$ cat config.mk
export PLATFORM = sky130hd
export DESIGN_NAME = deallocate
export DESIGN_NICKNAME = d
export VERILOG_FILES = /design/src/rtl/deallocate.sv
export SDC_FILE = /design/constraint.sdc
export NUM_CORES = 1
export LEC_CHECK = 0
export ABC_AREA = 1
export CORE_AREA = 3 3 138 153
export DETAILED_ROUTE_END_ITERATION = 16
export DIE_AREA = 0 0 141 156
export GPL_ROUTABILITY_DRIVEN = 0
export PLACE_DENSITY_LB_ADDON = 0.25
export SKIP_LAST_GASP = 1
export SLEW_MARGIN = 20
export SYNTH_ARGS = -nofsm -noshare
export SYNTH_HDL_FRONTEND = slang
export SYNTH_SLANG_ARGS = --single-unit
$ cat constraint.sdc
create_clock -name clk -period 4.8 [get_ports clk]
set_input_delay 0.72 -clock clk [delete_from_list [all_inputs] [get_ports clk]]
set_output_delay 0.72 -clock clk [all_outputs]
set_load 0.005 [all_outputs]
$ cat src/rtl/deallocate.sv
// Repacks variable-width MSB-aligned input chunks (0..38 bits) into 32-bit output words,
// framed by packet start/end with first/last qualifiers and protocol-violation flagging.
module deallocate (
    input  logic        clk,
    input  logic        rst,
    input  logic        sop_in,
    input  logic        new_word_a,
    input  logic        first_word_a,
    input  logic        last_word_a,
    input  logic [37:0] word_a,
    input  logic [5:0]  num_values_a,
    output logic        ready_a,
    output logic [31:0] word_r,
    output logic        new_word_r,
    output logic        first_word_r,
    output logic        last_word_r,
    output logic        packet_in_progress,
    output logic        error
);

    typedef enum logic [1:0] {StIdle, StRun, StFlush} state_e;

    state_e      state_q, state_d;
    logic [69:0] bits_q, bits_d;
    logic [6:0]  cnt_q, cnt_d;
    logic        first_out_q, first_out_d;
    logic        first_in_q, first_in_d;
    logic [31:0] word_d;
    logic        new_d, first_d, last_d, pip_d, err_d;

    logic [5:0]  n_sat;
    logic [37:0] chunk;
    logic [69:0] chunk_ext;
    logic        accept, emit_full, flush_tail;

    always_comb begin
        n_sat      = (num_values_a > 6'd38) ? 6'd38 : num_values_a;
        // Keep only the top n bits; anything below is don't-care on the input.
        chunk      = word_a & ~(38'h3F_FFFF_FFFF >> n_sat);
        chunk_ext  = {chunk, 32'd0} >> cnt_q;
        ready_a    = (state_q == StRun) && (cnt_q < 7'd32);
        accept     = new_word_a && ready_a;
        emit_full  = (state_q != StIdle) && (cnt_q >= 7'd32);
        flush_tail = (state_q == StFlush) && (cnt_q < 7'd32);
    end

    always_comb begin
        state_d     = state_q;
        bits_d      = bits_q;
        cnt_d       = cnt_q;
        first_out_d = first_out_q;
        first_in_d  = first_in_q;
        word_d      = word_r;
        new_d       = 1'b0;
        first_d     = 1'b0;
        last_d      = 1'b0;
        err_d       = 1'b0;
        pip_d       = packet_in_progress;

        unique case (state_q)
            StIdle: begin
                pip_d  = 1'b0;
                bits_d = '0;
                cnt_d  = '0;
                if (sop_in) begin
                    state_d     = StRun;
                    pip_d       = 1'b1;
                    first_out_d = 1'b1;
                    first_in_d  = 1'b1;
                    // A chunk alongside sop_in cannot be taken yet.
                    err_d       = new_word_a;
                end
            end
            StRun, StFlush: begin
                if (sop_in || (new_word_a && !ready_a)) begin
                    err_d = 1'b1;
                end
                if (accept) begin
                    bits_d = bits_q | chunk_ext;
                    cnt_d  = cnt_q + {1'b0, n_sat};
                    if (num_values_a > 6'd38) begin
                        err_d = 1'b1;
                    end
                    if (first_in_q) begin
                        first_in_d = 1'b0;
                        if (!first_word_a) begin
                            err_d = 1'b1;
                        end
                    end else if (first_word_a) begin
                        err_d = 1'b1;
                    end
                    if (last_word_a) begin
                        state_d = StFlush;
                    end
                end
                if (emit_full) begin
                    word_d      = bits_q[69:38];
                    new_d       = 1'b1;
                    first_d     = first_out_q;
                    first_out_d = 1'b0;
                    bits_d      = bits_q << 32;
                    cnt_d       = cnt_q - 7'd32;
                    if ((state_q == StFlush) && (cnt_q == 7'd32)) begin
                        last_d  = 1'b1;
                        state_d = StIdle;
                    end
                end else if (flush_tail) begin
                    // Remainder is already zero-padded below the valid bits.
                    word_d      = bits_q[69:38];
                    new_d       = 1'b1;
                    first_d     = first_out_q;
                    last_d      = 1'b1;
                    first_out_d = 1'b0;
                    bits_d      = '0;
                    cnt_d       = '0;
                    state_d     = StIdle;
                end
            end
            default: state_d = StIdle;
        endcase
    end

    always_ff @(posedge clk or posedge rst) begin
        if (rst) begin
            state_q            <= StIdle;
            bits_q             <= '0;
            cnt_q              <= '0;
            first_out_q        <= 1'b0;
            first_in_q         <= 1'b0;
            word_r             <= '0;
            new_word_r         <= 1'b0;
            first_word_r       <= 1'b0;
            last_word_r        <= 1'b0;
            packet_in_progress <= 1'b0;
            error              <= 1'b0;
        end else begin
            state_q            <= state_d;
            bits_q             <= bits_d;
            cnt_q              <= cnt_d;
            first_out_q        <= first_out_d;
            first_in_q         <= first_in_d;
            word_r             <= word_d;
            new_word_r         <= new_d;
            first_word_r       <= first_d;
            last_word_r        <= last_d;
            packet_in_progress <= pip_d;
            error              <= err_d;
        end
    end

endmodule

# == Word-level counts from Yosys, hierarchy flattened ==
# Index checks and enable logic that the tools add are counted.
# totals
regBits,118
latchBits,0
ram_bits,0
mem_bits_ro,0
in_bits,50
output_inout_bits,38
wordCells,87
n_memories,0
# classes
addsub,2
multipliers,0
div,0
order_cmp,3
n_eq_ne,7
shift,2
mux,42
n_bitwise,3
n_reduce_logical,17
# op_table
op,count
2-to-1 mux 70 bit,3
case mux 70 bit (2 select lines),1
bitwise OR 70 bit,1
>> shifter 70 x 7 -> 70 bit,1
2-to-1 mux 32 bit,2
bitwise AND 38 bit,1
inverter 38 bit,1
">> shifter 38 x 6 -> 38 bit, first input constant",1
2-to-1 mux 1 bit,21
2-to-1 mux 7 bit,3
case mux 7 bit (2 select lines),1
2-to-1 mux 2 bit,6
adder 7 x 6 -> 7 bit,1
"equality test 7 x 6 -> 1 bit, second input constant",1
">= comparator 7 x 6 -> 1 bit, second input constant",1
"< comparator 7 x 6 -> 1 bit, second input constant",1
"subtractor 7 x 6 -> 7 bit, second input constant",1
"> comparator 6 bit, second input constant",1
logical AND 1 bit,6
2-to-1 mux 6 bit,1
case mux 1 bit (2 select lines),3
AND reduction 3 bit,2
nonzero test 2 bit,3
"inequality test 2 bit, second input constant",2
other kinds (10),11

# == Logic depth before layout (Yosys ltp) ==
# Gate-level depths: netlist of run 1.
# depth
depth_word,11
depth_mapped,21
ltp_nobuf,20

# == Worst setup path before layout of run 1 ==
# OpenSTA, ideal clock, no wires.
# synth_timing
kind,input to register
from,input num_values_a[3]
to,register cnt_q[5]
setup_ns,0.132
arrival_time_ns,2.540
required_time_ns,4.668
slack_ns,2.127
path_stages,15
path_buffers,1
path_cell_list,buf_2 nor2_2 nand2_1 nand2_1 nand2_1 ha_1 a21oi_1 o21ai_0 and2_1 o21ai_0 nand2_1 o21ai_0 o21ai_0 nand2_1 o21ai_0
# synth_between
elab_chain_cells,7
# synth_rtl
item,line_no,rtl
"start, declared",11,"input logic [5:0] num_values_a,"
> comparator 6 bit,37,n_sat = (num_values_a > 6'd38) ? 6'd38 : num_values_a;
2-to-1 mux 6 bit *,37,
adder 7 x 6 -> 7 bit *,80,"cnt_d = cnt_q + {1'b0, n_sat};"
2-to-1 mux 7 bit *,78,if (accept) begin
2-to-1 mux 7 bit *,107,end else if (flush_tail) begin
2-to-1 mux 7 bit *,96,if (emit_full) begin
case mux 7 bit (2 select lines) *,60,unique case (state_q)
"end signal, assigned",139,cnt_q <= cnt_d;
"end, declared",25,"logic [6:0] cnt_q, cnt_d;"
# Mark *: on every way between the ends. The rest lies on a longest branch, timed or not. The select of a mux whose other input is x is not followed.
# A chain may end at the register's enable or synchronous reset.

# == Worst setup path in the final report of run 1 ==
# layout_timing
from,register cnt_q[1]
to,register bits_q[8]
# layout_between
elab_chain_cells,6
word_cells_on_any_way,14
classes_between,2 x order compare; 1 x eq/ne; 1 x shift; 4 x mux; 1 x bitwise; 5 x reduce/logical
# layout_rtl
item,line_no,rtl
>> shifter 70 x 7 -> 70 bit,40,"chunk_ext = {chunk, 32'd0} >> cnt_q;"
bitwise OR 70 bit,79,bits_d = bits_q | chunk_ext;
2-to-1 mux 70 bit,78,
2-to-1 mux 70 bit,107,
2-to-1 mux 70 bit,96,
case mux 70 bit (2 select lines),60,
"end signal, assigned",138,bits_q <= bits_d;
"end, declared",24,"logic [69:0] bits_q, bits_d;"
# Several ways; a longest one is shown, not always the timed one. The select of a mux whose other input is x is not followed.

==> results of run 1 <==
[through the flow]
stage	cell area [µm²]	setup slack [ns]	hold slack, ns
2_1_floorplan	8800	0.951	0.449
3_3_place_gp	9800	1.20	0.459
3_5_place_dp	9800	1.11	0.465
4_1_cts	10400	1.30	0.479
5_1_grt	10400	1.01	0.498
6_report	10400	1.27	0.477
[worst paths after layout]
kind	from	endpoint	slack (ns)	depth (start not counted)
max	cnt_q[1]$_DFFE_PP0P_	bits_q[8]$_DFFE_PP0P_	1.27	16
min	bits_q[53]$_DFFE_PP0P_	bits_q[53]$_DFFE_PP0P_	0.48	2
max reg2reg	cnt_q[1]$_DFFE_PP0P_	bits_q[8]$_DFFE_PP0P_	1.27	16
min reg2reg	bits_q[53]$_DFFE_PP0P_	bits_q[53]$_DFFE_PP0P_	0.48	2
max in group asynchronous	rst	bits_q[42]$_DFFE_PP0P_	3.05	3
min in group asynchronous	rst	word_r[4]$_DFFE_PP0P_	0.83	2
[Yosys cell counts (3+ instances only)]
cell	n
a21boi_0	4
a21oi_1	49
a22oi_1	3
a31oi_1	4
buf_1	23
buf_2	14
clkbuf_1	44
dfrtp_1	118
ha_1	10
inv_1	97
inv_2	10
nand2_1	473
nand3_1	235
nand3b_1	3
nand4_1	17
nor2_1	44
nor2_2	4
nor3_1	3
o211ai_1	31
o21ai_0	113
o21ai_1	26
o21bai_1	4
o221ai_1	4
o22ai_1	7
o32ai_1	3
or2_2	8
[kinds of logic after synthesis]
group	after synthesis
AND/OR/NAND/NOR	796
AO/OA/AOI/OAI	257
buffers and inverters	195
flip-flops	118
adder cells (fa/ha/maj)	11
XOR/XNOR	2
multiplexers	1
[area by class of cell]
class / count / area [µm²]
Sequential cell: 118 / 2950
Fill cell: 2031 / 9380
Clock buffer: 22 / 464
Multi-Input combinational cell: 1067 / 5080
Inverter: 111 / 424
Tap cell: 252 / 315
Clock inverter: 9 / 150
Timing Repair Buffer: 108 / 1030
[registers in the layout (all words and copies together), names as in the netlist, 2 cells and up]
name / flops
cnt_q: 7
bits_q: 70
word_r: 32
state_q: 2
[worst max-delay path, cell delays in order (launching register included)]
cell	delay, ns
dfrtp_1	0.36
buf_4	0.27
nor3_4	0.28
nand4_1	0.17
a21oi_2	0.19
inv_2	0.13
nand2_4	0.12
inv_4	0.11
o211ai_2	0.12
nand2_2	0.16
inv_2	0.09
nand2_2	0.06
inv_2	0.59
nor2_2	0.17
inv_2	0.40
nand2_1	0.12
o21ai_1	0.09
[power by group]
part / leakage [µW] / internal [µW] / switching (µW)
sequential: 0.00159 / 1320 / 140
clock: 0.000296 / 890 / 459
combinational: 0.00305 / 1320 / 3080
[routing by layer]
layer  routed length, µm  GRT usage [%]
met5                   0              0
met4                1250           12.0
met3                2310           4.94
met2               13100           41.4
met1               13000           37.8
==> impl_metrics.toml, run 1 <==
[clocking]
post_cts_resized = 0
clk_latency_ns = 0.42
cts_hold_buf = 0
cts_root_buf = "clkbuf_16"
cts_tree = "built"
cts.sinks = 118
cts_setup_buffers = 0
numCtsBuffers = 17
ctsLongestPathBuffers = 2
clkTransAtPathRegs_ns = 0.06
htree_levels = 4

[global_routing]
grt_pass1_wl_um = 48200
antenna_found_initial = 0
grt_pass1_vias = 9078
overflow = 0
grt_max_degree = 65
grt_usage_pct = 27.1

[die]
initial_core_util_pct = 44.4
fp.coreArea_um2 = 19800
dieArea_um2 = 22000
num_io_pins = 88
num_rows = 54
fp.dieW_um = 141
die_y_um = 156

[synthesis]
synthesis.area_um2 = 8800
syn_nets = 1441
synth_fa_ha_area_share_pct = 1.65
syn_avg_cell_area_um2 = 6.38
synth.area.top_cells = "dfrtp_1 (34%), nand2_1 (20%), nand3_1 (13%), o21ai_0 (6.4%), inv_1 (4.1%)"
yosysWarnings = 0
synthArstFlopShare_pct = 100
synth_xor_area_share_pct = 0.199
ys_types = 45
ys_ff_latch = 118
netlist_instances = 1380
synth_mux_area_share_pct = 0.114
synth-main-ff-cell = "dfrtp_1"
yosysSeqAreaShare_pct = 33.6
synth_enable_flop_cells = 0
synth_top_area_share_pct = 33.6
synth_simple_gate_area_share_pct = 39.0
synth_top_family_by_area = "simple AND/OR/NAND/NOR gates"
synth-compound-area-share_pct = 16.7
yosys.area.top_type = "dfrtp_1"

[power_and_ir_drop]
p_leak_uw = 0.00493
power_density_nw_per_um2 = 692
p_total_uw = 7200
vdd_ir_drop_max_v = 0.000501

[final_layout]
layout_common_cells = "nand2_1 (473), nand3_1 (235), dfrtp_1 (118)"
drive_gt1_share_pct = 5.92
final_common_cell = "nand2_1"
final_cells = 1687
syn_to_final_growth_pct = 18.4
n_antenna_cell = 0
layout.nets = 1484
postLayoutCoreUtil_pct = 52.6

[sta]
fin_worst_skew_ns = 0.00863
slew_viol_final = 0
tightest_slew_ns = 0.911
rsz0062_at_grt = "no"
setup_violations = 0
fin_crit_sh_pct = 73.5
tns_ns = 0
maxSlewHeadroom_pct = 39.3
max_freq_mhz = 284
finalCriticalPeriod_ns = 3.53
hold_violations = 0

[placed_design]
portBuffers = 87
hpwl_um = 21700
dp.cells = 1656

[critical_path]
endpoint_kind = "flip-flop"
worstPathArrival_ns = 3.88
start_kind = "flip-flop"
required_ns = 5.15
cp_max_fo = 45
path_class = "flip-flop to flip-flop"

[worst_hold_path]
hold_class = "flip-flop to flip-flop"

[drt]
drt_pass1_iterations = 6
drcViolationCount = 0
viasPerCell = 5.79
drtIter0Drc = 1251
wire_per_inst_um = 17.6
drt_wl_total_um = 29600
route.vias.total = 9770
ant_nets = 0

[outcome]
status = "finished clean"

[flow_run]
maxCapViolations = 0
Note: power is estimated with default switching activity, not from simulation.
==> run 2: changes to the inputs <==
Clock period 4.8 ns to 3.2 ns, I/O delays scaled along.
==> run 2 against run 1 <==
  * Global-route usage increased by 0.17 points
  * Via count increased by 0.24%
  * Fmax increased by 18%
  * Combinational power increased by 53%
  * Largest power group unchanged
==> impl_metrics.toml, run 2 (synthesis gave the netlist of run 1 again) <==
[outcome]
status = "finished clean"

[die]
fp.dieW_um = 141
die_y_um = 156
num_rows = 54
fp.coreArea_um2 = 19800
initial_core_util_pct = 44.4
num_io_pins = 88
dieArea_um2 = 22000

[global_routing]
grt_max_degree = 119
antenna_found_initial = 0
overflow = 0
grt_pass1_vias = 8942
grt_pass1_wl_um = 48200
grt_usage_pct = 27.3

[sta]
rsz0062_at_grt = "no"
fin_ws_ns = 0.210
hold_violations = 0
tns_ns = 0
setup_violations = 0
max_freq_mhz = 334
maxSlewHeadroom_pct = 41.9
fin_worst_skew_ns = 0.0105
tightest_slew_ns = 0.871
fin_crit_sh_pct = 93.4
finalCriticalPeriod_ns = 2.99
holdWs_ns = 0.469
slew_viol_final = 0

[drt]
viasPerCell = 5.77
wl_met1_um = 12800
wire_per_inst_um = 17.5
wl_met2_um = 13400
drt_pass1_iterations = 6
route.vias.total = 9793
drtIter0Drc = 1021
route.met3.wl_um = 2540
drt_wl_total_um = 29800
ant_nets = 0
highest_layer = "met4"
drcViolationCount = 0

[clocking]
post_cts_resized = 0
cts_hold_buf = 0
clkTransAtPathRegs_ns = 0.06
cts_root_buf = "clkbuf_16"
cts_setup_buffers = 0
clk_latency_ns = 0.42
cts.sinks = 118
ctsLongestPathBuffers = 2
cts_tree = "built"
numCtsBuffers = 17
htree_levels = 4

[placed_design]
dp_slack_ns = -0.00265
portBuffers = 87
hpwl_um = 21700
placed_area_um2 = 9900

[final_layout]
reg_top3 = "bits_q (70), word_r (32), cnt_q (7)"
stdcell_area_um2 = 10600
postLayoutCoreUtil_pct = 53.3
syn_to_final_growth_pct = 19.9
fill_cells = 2007
layout_common_cells = "nand2_1 (473), nand3_1 (235), dfrtp_1 (118)"
regMostFlops = "bits_q"
largest_register_ffs = 70
layout.nets = 1496
drive_gt1_share_pct = 6.78
final_common_cell = "nand2_1"
n_antenna_cell = 0

[power_and_ir_drop]
p_clk_share_pct = 18.9
pwr-share-seq_pct = 19.9
p_leak_uw = 0.00500
vdd_ir_drop_max_v = 0.000557
switching_power_uw = 5580
sw_frac_of_total_pct = 50.7
power_density_nw_per_um2 = 1040
p_int_uw = 5430
power_frac_comb_pct = 61.1

[worst_hold_path]
min_path_cells = 2
hold_class = "flip-flop to flip-flop"

[flow_run]
maxCapViolations = 0

[critical_path]
worstPathArrival_ns = 3.28
start_kind = "flip-flop"
cp_max_fo = 27
rr_worst_depth = 16
endpoint_kind = "flip-flop"
path_class = "flip-flop to flip-flop"
required_ns = 3.48
run 2: cell type report:
class | count | area [µm²] | area share [%]
clock buffer | 23 | 498 | 4.72
multi-input combinational | 1067 | 5080 | 48.1
sequential | 118 | 2950 | 28.0
timing repair buffer | 120 | 1130 | 10.8
inverter | 111 | 428 | 4.06
clock inverter | 7 | 143 | 1.35
tap | 252 | 315 | 2.99
run 2: power groups by stage:
stage | logic (µW) | registers, µW | clock network (µW)
floorplan | 4480 | 2190 | 0
global placement | 6460 | 2200 | 0
detailed placement | 6520 | 2210 | 0
CTS | 6570 | 2190 | 2110
global route | 7420 | 2240 | 2170
finish | 6730 | 2190 | 2080
run 2: metrics by stage:
stage               instances  power (µW)
floorplan                1380        6660
global placement         1668        8660
detailed placement       1668        8740
CTS                      1698       10900
global route             1698       11800
finish                   1698       11000
run 2: metal layers:
metal / vias up / global-route usage, %
li1: 4723 / -
met1: 4487 / 38.2
met2: 508 / 42.4
met3: 75 / 5.03
met4: 0 / 10.0
met5: - / 0
run 2: worst paths after layout:
kind,slack [ns],end,start
worst max-delay path,0.21,bits_q[25]$_DFFE_PP0P_,cnt_q[5]$_DFFE_PP0P_
worst min-delay path,0.47,packet_in_progress$_DFFE_PP0P_,packet_in_progress$_DFFE_PP0P_
worst max register to register,0.21,bits_q[25]$_DFFE_PP0P_,cnt_q[5]$_DFFE_PP0P_
worst min register to register,0.47,packet_in_progress$_DFFE_PP0P_,packet_in_progress$_DFFE_PP0P_
max in group asynchronous,2.13,bits_q[9]$_DFFE_PP0P_,rst
min in group asynchronous,0.59,new_word_r$_DFF_PP0_,rst
run 2: worst max-delay path: stages, from the launching register on:
cell and delay (ns):
dfrtp_1 0.40, inv_4 0.32, ha_1 0.30, a21oi_2 0.09, inv_2 0.18, nand2_4 0.11, inv_4 0.21, o211ai_2 0.16
nand2_2 0.16, inv_2 0.05, nand2_2 0.07, buf_4 0.23, nor2_8 0.07, inv_2 0.15, a21oi_2 0.07, o211ai_1 0.17
o21ai_1 0.11
